==> src/rtl/gem_csc_cluster_match_pkg.sv <==
// GEM-CSC cluster match: shared sizes, FSM states, bundles.
// Also holds the per-cluster acceptance rule used by both CLCT trackers.
package gem_csc_cluster_match_pkg;

  localparam int MXCLST  = 8;
  localparam int MXCLSTB = 3;
  localparam int MXKEYB  = 10;
  localparam int OFSB    = 8;

  localparam logic [MXKEYB-1:0] DEFMAXDELTA = 10'd20;
  localparam logic [MXCLSTB-1:0] IDXLAST =
    MXCLSTB'(MXCLST - 1);

  typedef enum logic [1:0] {
    IDLE = 2'd0,
    SCAN = 2'd1,
    DONE = 2'd2
  } state_t;

  typedef struct packed {
    logic [MXKEYB-1:0] xky;
    logic              outedge;
    logic [OFSB-1:0]   ofs;
  } tgt_t;

  typedef struct packed {
    logic vpf;
    tgt_t a;
    tgt_t b;
  } clct_t;

  typedef struct packed {
    logic               match;
    logic [MXCLSTB-1:0] idx;
    logic               lyr;
    logic [MXKEYB-1:0]  delta;
  } best_t;

  localparam best_t BESTINIT = '{
    match: 1'b0,
    idx:   '0,
    lyr:   1'b0,
    delta: '1
  };

  // Strict less-than keeps the lowest index on ties.
  function automatic logic accept(
    input logic              vld,
    input logic              vpf,
    input logic [MXKEYB-1:0] d,
    input logic [MXKEYB-1:0] maxD,
    input best_t             best
  );
    return vld & vpf & (d <= maxD) &
           (!best.match | (d < best.delta));
  endfunction

endpackage

==> src/rtl/gem_csc_cluster_match_if.sv <==
// GEM-CSC cluster match request/result bundle.
// master drives the request, slave is the matcher.
interface gem_csc_cluster_match_if;
  import gem_csc_cluster_match_pkg::*;

  logic start;
  logic busy;
  logic done;

  logic clct0_vpf;
  logic clct1_vpf;

  logic [MXKEYB-1:0] clct0_gemA_xky;
  logic [MXKEYB-1:0] clct0_gemB_xky;
  logic [MXKEYB-1:0] clct1_gemA_xky;
  logic [MXKEYB-1:0] clct1_gemB_xky;

  logic clct0_gemA_outedge;
  logic clct0_gemB_outedge;
  logic clct1_gemA_outedge;
  logic clct1_gemB_outedge;

  logic [OFSB-1:0] clct0_gemA_edgeoffset;
  logic [OFSB-1:0] clct0_gemB_edgeoffset;
  logic [OFSB-1:0] clct1_gemA_edgeoffset;
  logic [OFSB-1:0] clct1_gemB_edgeoffset;

  logic [MXCLST-1:0]        gem_vld;
  logic [MXCLST-1:0]        gem_lyr;
  logic [MXCLST*MXKEYB-1:0] gem_xky;

  logic               clct0_match;
  logic               clct1_match;
  logic [MXCLSTB-1:0] clct0_match_idx;
  logic [MXCLSTB-1:0] clct1_match_idx;
  logic               clct0_match_lyr;
  logic               clct1_match_lyr;
  logic [MXKEYB-1:0]  clct0_match_delta;
  logic [MXKEYB-1:0]  clct1_match_delta;

  modport master (
    output start,
    output clct0_vpf, clct1_vpf,
    output clct0_gemA_xky, clct0_gemB_xky,
    output clct1_gemA_xky, clct1_gemB_xky,
    output clct0_gemA_outedge, clct0_gemB_outedge,
    output clct1_gemA_outedge, clct1_gemB_outedge,
    output clct0_gemA_edgeoffset,
    output clct0_gemB_edgeoffset,
    output clct1_gemA_edgeoffset,
    output clct1_gemB_edgeoffset,
    output gem_vld, gem_lyr, gem_xky,
    input  busy, done,
    input  clct0_match, clct1_match,
    input  clct0_match_idx, clct1_match_idx,
    input  clct0_match_lyr, clct1_match_lyr,
    input  clct0_match_delta, clct1_match_delta
  );

  modport slave (
    input  start,
    input  clct0_vpf, clct1_vpf,
    input  clct0_gemA_xky, clct0_gemB_xky,
    input  clct1_gemA_xky, clct1_gemB_xky,
    input  clct0_gemA_outedge, clct0_gemB_outedge,
    input  clct1_gemA_outedge, clct1_gemB_outedge,
    input  clct0_gemA_edgeoffset,
    input  clct0_gemB_edgeoffset,
    input  clct1_gemA_edgeoffset,
    input  clct1_gemB_edgeoffset,
    input  gem_vld, gem_lyr, gem_xky,
    output busy, done,
    output clct0_match, clct1_match,
    output clct0_match_idx, clct1_match_idx,
    output clct0_match_lyr, clct1_match_lyr,
    output clct0_match_delta, clct1_match_delta
  );

endinterface

==> src/rtl/gem_csc_delta.sv <==
// Distance from one GEM cluster to a CLCT's extrapolated key.
// Picks gemA/gemB target by layer; edge-clipped targets add the offset.
module gem_csc_delta
  import gem_csc_cluster_match_pkg::*;
(
  input  logic              gemLyr,
  input  logic [MXKEYB-1:0] gemXky,
  input  tgt_t              tgtA,
  input  tgt_t              tgtB,
  output logic [MXKEYB-1:0] delta
);

  tgt_t              tgt;
  logic [MXKEYB:0]   diff;
  logic [MXKEYB:0]   mag;
  logic [MXKEYB:0]   sum;
  logic [MXKEYB:0]   raw;

  always_comb begin
    tgt  = gemLyr ? tgtB : tgtA;
    diff = {1'b0, gemXky} - {1'b0, tgt.xky};
    mag  = diff[MXKEYB] ? -diff : diff;
    sum  = {1'b0, gemXky} +
           {{(MXKEYB+1-OFSB){1'b0}}, tgt.ofs};
    raw  = tgt.outedge ? sum : mag;
    delta = raw[MXKEYB] ? '1 : raw[MXKEYB-1:0];
  end

endmodule

==> src/rtl/gem_csc_cluster_match.sv <==
// Scans latched GEM clusters one per clock and keeps the closest
// in-window cluster for each of two CLCTs.
module gem_csc_cluster_match
  import gem_csc_cluster_match_pkg::*;
#(
  parameter logic [MXKEYB-1:0] MAXDELTA = DEFMAXDELTA
) (
  input logic clock,
  input logic reset_n,
  gem_csc_cluster_match_if.slave bus
);

  state_t state;
  state_t stateNext;

  logic [MXCLSTB-1:0] idx;
  clct_t              c0;
  clct_t              c1;
  clct_t              in0;
  clct_t              in1;
  logic [MXCLST-1:0]  gemVldL;
  logic [MXCLST-1:0]  gemLyrL;
  logic [MXKEYB-1:0]  gemXkyL [MXCLST];

  best_t best0;
  best_t best1;
  best_t out0;
  best_t out1;
  logic  doneR;

  logic              curVld;
  logic              curLyr;
  logic [MXKEYB-1:0] curXky;
  logic [MXKEYB-1:0] d0;
  logic [MXKEYB-1:0] d1;
  logic              acc0;
  logic              acc1;

  assign in0 = {
    bus.clct0_vpf,
    bus.clct0_gemA_xky,
    bus.clct0_gemA_outedge,
    bus.clct0_gemA_edgeoffset,
    bus.clct0_gemB_xky,
    bus.clct0_gemB_outedge,
    bus.clct0_gemB_edgeoffset
  };

  assign in1 = {
    bus.clct1_vpf,
    bus.clct1_gemA_xky,
    bus.clct1_gemA_outedge,
    bus.clct1_gemA_edgeoffset,
    bus.clct1_gemB_xky,
    bus.clct1_gemB_outedge,
    bus.clct1_gemB_edgeoffset
  };

  assign curVld = gemVldL[idx];
  assign curLyr = gemLyrL[idx];
  assign curXky = gemXkyL[idx];

  gem_csc_delta u_delta0 (
    .gemLyr (curLyr),
    .gemXky (curXky),
    .tgtA   (c0.a),
    .tgtB   (c0.b),
    .delta  (d0)
  );

  gem_csc_delta u_delta1 (
    .gemLyr (curLyr),
    .gemXky (curXky),
    .tgtA   (c1.a),
    .tgtB   (c1.b),
    .delta  (d1)
  );

  assign acc0 = accept(curVld, c0.vpf, d0,
                       MAXDELTA, best0);
  assign acc1 = accept(curVld, c1.vpf, d1,
                       MAXDELTA, best1);

  always_ff @(posedge clock) begin
    if (!reset_n) begin
      state <= IDLE;
    end else begin
      state <= stateNext;
    end
  end

  always_comb begin
    stateNext = state;
    unique case (state)
      IDLE: if (bus.start) stateNext = SCAN;
      SCAN: if (idx == IDXLAST) stateNext = DONE;
      DONE: stateNext = IDLE;
      default: stateNext = IDLE;
    endcase
  end

  always_ff @(posedge clock) begin
    if (!reset_n) begin
      idx     <= '0;
      c0      <= '0;
      c1      <= '0;
      gemVldL <= '0;
      gemLyrL <= '0;
      for (int i = 0; i < MXCLST; i++) begin
        gemXkyL[i] <= '0;
      end
      best0 <= '0;
      best1 <= '0;
      out0  <= '0;
      out1  <= '0;
      doneR <= 1'b0;
    end else begin
      doneR <= 1'b0;
      unique case (state)
        IDLE: begin
          if (bus.start) begin
            c0      <= in0;
            c1      <= in1;
            gemVldL <= bus.gem_vld;
            gemLyrL <= bus.gem_lyr;
            for (int i = 0; i < MXCLST; i++) begin
              gemXkyL[i] <=
                bus.gem_xky[i*MXKEYB +: MXKEYB];
            end
            idx   <= '0;
            best0 <= BESTINIT;
            best1 <= BESTINIT;
          end
        end
        SCAN: begin
          idx <= idx + MXCLSTB'(1);
          if (acc0) best0 <= '{1'b1, idx, curLyr, d0};
          if (acc1) best1 <= '{1'b1, idx, curLyr, d1};
        end
        DONE: begin
          // Unmatched results read as all-zero.
          out0  <= best0.match ? best0 : '0;
          out1  <= best1.match ? best1 : '0;
          doneR <= 1'b1;
        end
        default: ;
      endcase
    end
  end

  assign bus.busy = (state != IDLE);
  assign bus.done = doneR;

  assign bus.clct0_match       = out0.match;
  assign bus.clct0_match_idx   = out0.idx;
  assign bus.clct0_match_lyr   = out0.lyr;
  assign bus.clct0_match_delta = out0.delta;
  assign bus.clct1_match       = out1.match;
  assign bus.clct1_match_idx   = out1.idx;
  assign bus.clct1_match_lyr   = out1.lyr;
  assign bus.clct1_match_delta = out1.delta;

endmodule

==> src/flat_wrapper.sv <==
// flat-port wrapper written by rule: the top's interface ports become plain ports
module gem_csc_cluster_match_flat import gem_csc_cluster_match_pkg::*;
#(
  parameter logic [MXKEYB-1:0] MAXDELTA = DEFMAXDELTA
)
  (clock, reset_n, bus_start, bus_clct0_vpf, bus_clct1_vpf, bus_clct0_gemA_xky, bus_clct0_gemB_xky, bus_clct1_gemA_xky, bus_clct1_gemB_xky, bus_clct0_gemA_outedge, bus_clct0_gemB_outedge, bus_clct1_gemA_outedge, bus_clct1_gemB_outedge, bus_clct0_gemA_edgeoffset, bus_clct0_gemB_edgeoffset, bus_clct1_gemA_edgeoffset, bus_clct1_gemB_edgeoffset, bus_gem_vld, bus_gem_lyr, bus_gem_xky, bus_busy, bus_done, bus_clct0_match, bus_clct1_match, bus_clct0_match_idx, bus_clct1_match_idx, bus_clct0_match_lyr, bus_clct1_match_lyr, bus_clct0_match_delta, bus_clct1_match_delta);
  gem_csc_cluster_match_if bus_i ();
  input logic clock;
  input logic reset_n;
  input wire logic [$bits(bus_i.start)-1:0] bus_start;
  input wire logic [$bits(bus_i.clct0_vpf)-1:0] bus_clct0_vpf;
  input wire logic [$bits(bus_i.clct1_vpf)-1:0] bus_clct1_vpf;
  input wire logic [$bits(bus_i.clct0_gemA_xky)-1:0] bus_clct0_gemA_xky;
  input wire logic [$bits(bus_i.clct0_gemB_xky)-1:0] bus_clct0_gemB_xky;
  input wire logic [$bits(bus_i.clct1_gemA_xky)-1:0] bus_clct1_gemA_xky;
  input wire logic [$bits(bus_i.clct1_gemB_xky)-1:0] bus_clct1_gemB_xky;
  input wire logic [$bits(bus_i.clct0_gemA_outedge)-1:0] bus_clct0_gemA_outedge;
  input wire logic [$bits(bus_i.clct0_gemB_outedge)-1:0] bus_clct0_gemB_outedge;
  input wire logic [$bits(bus_i.clct1_gemA_outedge)-1:0] bus_clct1_gemA_outedge;
  input wire logic [$bits(bus_i.clct1_gemB_outedge)-1:0] bus_clct1_gemB_outedge;
  input wire logic [$bits(bus_i.clct0_gemA_edgeoffset)-1:0] bus_clct0_gemA_edgeoffset;
  input wire logic [$bits(bus_i.clct0_gemB_edgeoffset)-1:0] bus_clct0_gemB_edgeoffset;
  input wire logic [$bits(bus_i.clct1_gemA_edgeoffset)-1:0] bus_clct1_gemA_edgeoffset;
  input wire logic [$bits(bus_i.clct1_gemB_edgeoffset)-1:0] bus_clct1_gemB_edgeoffset;
  input wire logic [$bits(bus_i.gem_vld)-1:0] bus_gem_vld;
  input wire logic [$bits(bus_i.gem_lyr)-1:0] bus_gem_lyr;
  input wire logic [$bits(bus_i.gem_xky)-1:0] bus_gem_xky;
  output wire logic [$bits(bus_i.busy)-1:0] bus_busy;
  output wire logic [$bits(bus_i.done)-1:0] bus_done;
  output wire logic [$bits(bus_i.clct0_match)-1:0] bus_clct0_match;
  output wire logic [$bits(bus_i.clct1_match)-1:0] bus_clct1_match;
  output wire logic [$bits(bus_i.clct0_match_idx)-1:0] bus_clct0_match_idx;
  output wire logic [$bits(bus_i.clct1_match_idx)-1:0] bus_clct1_match_idx;
  output wire logic [$bits(bus_i.clct0_match_lyr)-1:0] bus_clct0_match_lyr;
  output wire logic [$bits(bus_i.clct1_match_lyr)-1:0] bus_clct1_match_lyr;
  output wire logic [$bits(bus_i.clct0_match_delta)-1:0] bus_clct0_match_delta;
  output wire logic [$bits(bus_i.clct1_match_delta)-1:0] bus_clct1_match_delta;
  assign bus_i.start = bus_start;
  assign bus_i.clct0_vpf = bus_clct0_vpf;
  assign bus_i.clct1_vpf = bus_clct1_vpf;
  assign bus_i.clct0_gemA_xky = bus_clct0_gemA_xky;
  assign bus_i.clct0_gemB_xky = bus_clct0_gemB_xky;
  assign bus_i.clct1_gemA_xky = bus_clct1_gemA_xky;
  assign bus_i.clct1_gemB_xky = bus_clct1_gemB_xky;
  assign bus_i.clct0_gemA_outedge = bus_clct0_gemA_outedge;
  assign bus_i.clct0_gemB_outedge = bus_clct0_gemB_outedge;
  assign bus_i.clct1_gemA_outedge = bus_clct1_gemA_outedge;
  assign bus_i.clct1_gemB_outedge = bus_clct1_gemB_outedge;
  assign bus_i.clct0_gemA_edgeoffset = bus_clct0_gemA_edgeoffset;
  assign bus_i.clct0_gemB_edgeoffset = bus_clct0_gemB_edgeoffset;
  assign bus_i.clct1_gemA_edgeoffset = bus_clct1_gemA_edgeoffset;
  assign bus_i.clct1_gemB_edgeoffset = bus_clct1_gemB_edgeoffset;
  assign bus_i.gem_vld = bus_gem_vld;
  assign bus_i.gem_lyr = bus_gem_lyr;
  assign bus_i.gem_xky = bus_gem_xky;
  assign bus_busy = bus_i.busy;
  assign bus_done = bus_i.done;
  assign bus_clct0_match = bus_i.clct0_match;
  assign bus_clct1_match = bus_i.clct1_match;
  assign bus_clct0_match_idx = bus_i.clct0_match_idx;
  assign bus_clct1_match_idx = bus_i.clct1_match_idx;
  assign bus_clct0_match_lyr = bus_i.clct0_match_lyr;
  assign bus_clct1_match_lyr = bus_i.clct1_match_lyr;
  assign bus_clct0_match_delta = bus_i.clct0_match_delta;
  assign bus_clct1_match_delta = bus_i.clct1_match_delta;
  gem_csc_cluster_match #(.MAXDELTA(MAXDELTA)) u_core (.clock(clock), .reset_n(reset_n), .bus(bus_i));
endmodule
==> config.mk <==
export PLATFORM = sky130hd
export DESIGN_NAME = gem_csc_cluster_match_flat
export DESIGN_NICKNAME = d
export VERILOG_FILES = /design/src/rtl/gem_csc_cluster_match_pkg.sv /design/src/rtl/gem_csc_cluster_match_if.sv /design/src/rtl/gem_csc_delta.sv /design/src/rtl/gem_csc_cluster_match.sv /design/src/flat_wrapper.sv
export SDC_FILE = /design/constraint.sdc
export NUM_CORES = 1
export LEC_CHECK = 0
export ABC_AREA = 1
export CORE_MARGIN = 1.5
export CORE_UTILIZATION = 34
export DETAILED_ROUTE_END_ITERATION = 10
export GPL_TIMING_DRIVEN = 0
export MAX_ROUTING_LAYER = met4
export PLACE_DENSITY_LB_ADDON = 0.08
export SLEW_MARGIN = 10
export SYNTH_ARGS = -nofsm -noshare
export SYNTH_HDL_FRONTEND = slang
export SYNTH_SLANG_ARGS = --single-unit
==> constraint.sdc <==
create_clock -name clock -period 5.37 [get_ports clock]
set_clock_uncertainty 0.15 [all_clocks]
set_input_delay 0.537 -clock clock [delete_from_list [all_inputs] [get_ports clock]]
set_output_delay 0.537 -clock clock [all_outputs]
set_load 0.02 [all_outputs]
==> results.ini <==
[critical_path]
path_common_cell=nand2_1
crit_fanout=11
criticalPathCategory=reg -> reg
crit_path_max_incr_delay_ps=420
crit_buf_inv=6
r2r-start=u_core.idx[0]$_SDFFE_PN0P_
r2r_cells=33
cpMaxStageDelayCell=ha_2
rrSetupSlack_ps=320
required_ps=5700
critPathArrivalTime_ps=5380
worstSetupEndpointType=flop
r2r_end=u_core.best0[4]$_SDFFE_PN0P_
critPathLaunch=u_core.idx[0]$_SDFFE_PN0P_
start_kind=flop
cp_top_family=simple AND/OR/NAND/NOR gates

[drt]
drcViolationCount=0
vias=12782
ant_nets=0
wl_um=45900
routedWlPerCell_um=17.0
first_pass_iters=5
drtIter0Drc=573
viasPerCell=4.74

[die]
io-pin-count=209
initial_core_util=0.344
die_w_um=204
die_h_um=204
placementRows=73
fp.coreArea_mm2=0.0397
die_area_mm2=0.0414

[cells_and_area]
num-fill-cells=4062
nNetsFinal=2383
area_growth_pct=32.8
multi_input_area_mm2=0.00695
seq_area_mm2=0.00567
drive_gt1_frac=0.120

[hold_path]
hp-start=reset_n
min_path_cells=4
hp-class=in -> reg
hold_path_end=u_core.best0[12]$_SDFFE_PN0P_

[global_route]
grt_max_degree=64
grt_antenna_before_repair=5
gr-total-overflow=0
grt_pass1_vias=12686
track_usage=0.229
grt_first_pass_wirelength_um=71000

[power]
p_sw_mw=2.63
pwr-share-comb=0.425
ir_drop_mv=0.251
internal_power_mw=4.24
power_mw=6.86
sequentialPowerShare=0.304
leakagePower_nw=8.01
p_clk_frac=0.271
power_density_mw_per_mm2=378
switching_share=0.383

[timing]
hold_viol=0
post-route-period-util=0.940
setup_ws_ps=323
fmax_mhz=198
setup_viol=0
rsz0062_at_grt=yes
post-route-min-period_ps=5050
tightest_slew_ps=817
slew_headroom=0.455
slew_violations=0

[clock_tree]
cts-root-buf=clkbuf_16
clk-insertion-delay-late_ps=590
path_clk_slew_ps=60
cts.sinks=243
cts.path.max_buffers=3
cts_buffers=28
cts_tree=done
htreeDepth=1

[synthesis]
ys_ff_latch=243
syn_nets=2114
synthesis.area_mm2=0.0137
synth_edf_count=80
synth.distinct_cells=57
yosys_warnings=0
syn_area_per_cell_um2=7.28
ys_seq_area_frac=0.414
synth_top_flop_cell=dfxtp_1
netlist_instances=1879
synthArstFlopShare=0

[placement]
dp_slack_ps=-1320
hpwl_um=35800
gp_congestion=0.897
portBuffers=207

[status]
run_status=finished clean

[flow_run]
drv_cap=0

power by group through the flow:
stage / sequential, mW / clock [mW] / combinational, mW
floorplan: 2.11 / 0 / 1.81
detailed placement: 2.12 / 0 / 2.56
global route: 2.10 / 1.98 / 3.29
CTS: 2.08 / 1.90 / 2.74
global placement: 2.13 / 0 / 2.54
finish: 2.09 / 1.86 / 2.92
cells in the mapped netlist (10+ instances only):
cell type	instances	share of area
a21oi_1	124	0.045
clkbuf_1	56	0.015
dfxtp_1	163	0.24
edfxtp_1	80	0.18
ha_1	58	0.053
inv_1	251	0.069
nand2_1	475	0.13
nand2_2	28	0.013
nand2_4	12	0.0099
nand3_1	129	0.047
nand3_2	10	0.0073
nand4_1	11	0.0050
nor2_1	202	0.055
nor2_2	17	0.0078
o21ai_0	127	0.046
per-layer routing:
metal	global-route usage	share of wire	vias up
met3	0.0267	0.039	46
met4	0.0444	0.015	0
met1	0.286	0.45	5881
met5	-	0	-
met2	0.399	0.49	258
li1	-	-	6597
timing repair:
item / CTS / global route
endpoints found under the setup margin: 30 / 30
resized for setup: 85 / 59
gates cloned: 1 / 2
pin swaps: 15 / 23
hold buffers: 0 / 0
setup buffers: 15 / 15
flip-flops by register name, summed over array words and instances (netlist names), 2 cells and up, named ones only:
register and flops:
u_core.gemXkyL 80, u_core.c0 39, u_core.c1 39, u_core.best0 15, u_core.best1 15, u_core.bus.clct0_match_delta 10
u_core.bus.clct1_match_delta 10, u_core.gemLyrL 8, u_core.gemVldL 8, u_core.bus.clct0_match_idx 3, u_core.bus.clct1_match_idx 3, u_core.idx 3
u_core.state 2
final cells by class:
cell class | instances | share of cell area
diodes | 5 | 0.000689
plain buffers | 78 | 0.0314
clock buffers | 37 | 0.0429
clock inverters | 14 | 0.00675
inverters | 264 | 0.0553
multi-input cells | 1293 | 0.383
flip-flops and latches | 243 | 0.312
well taps | 525 | 0.0362
repair buffers | 240 | 0.132
tightest hold or removal path: stages:
cell	delay, ps
buf_6	130
clkbuf_8	180
nand2_1	70
nor2_1	30
per-stage QoR:
| step | hold slack [ps] | utilization | cell area, um2 | instances | setup TNS (ps) |
|---|---|---|---|---|---|
| 3_3_place_gp | 298 | 0.413 | 16400 | 2611 | -81430 |
| 4_1_cts | 282 | 0.449 | 17800 | 2677 | 0 |
| 6_report | 307 | 0.457 | 18200 | 2699 | 0 |
| 5_1_grt | 301 | 0.457 | 18200 | 2699 | -152 |
| 2_1_floorplan | 285 | - | 13700 | 1879 | 0 |
| 3_5_place_dp | 302 | 0.414 | 16400 | 2612 | -36590 |
kinds of logic after synthesis:
| group | Yosys count | share of synthesized area |
|---|---|---|
| AOI/OAI and AO/OA | 312 | 0.126 |
| buffers and inverters | 344 | 0.104 |
| and+or+nand+nor | 910 | 0.293 |
| muxes | 2 | 0.00146 |
| adders and majority gates | 58 | 0.0531 |
| xor gates and xnor gates | 10 | 0.00750 |
| DFF | 243 | 0.414 |
worst max path at each step:
stage / cells after the start / end
after floorplan: 35 / u_core.best1[4]$_SDFFE_PN0P_
after global placement: 33 / u_core.best1[8]$_SDFFE_PN0P_
after detailed placement: 33 / u_core.best1[5]$_SDFFE_PN0P_
after CTS: 36 / u_core.best1[4]$_SDFFE_PN0P_
after global routing: 37 / u_core.best1[0]$_SDFFE_PN0P_
final: 33 / u_core.best0[4]$_SDFFE_PN0P_
cells in the final DEF (no fill, tap or decap), types with 9 or more instances in the layout:
cell	Yosys	final
nand2_1	475	470
inv_1	251	250
clkdlybuf4s50_1	0	207
nor2_1	202	195
dfxtp_1	163	160
nand3_1	129	128
a21oi_1	124	118
o21ai_0	127	109
edfxtp_1	80	80
ha_1	58	51
clkbuf_1	56	44
nand2_2	28	33
clkbuf_16	0	32
buf_4	3	28
nor2_2	17	22
o21ai_1	5	17
nand2_4	12	12
nand4_1	11	11
inv_2	9	10
nand3_2	10	9
o21ai_2	4	9
clkbuf_8	5	9
nand3b_1	9	9
Note: power is estimated with default switching activity, not from simulation.
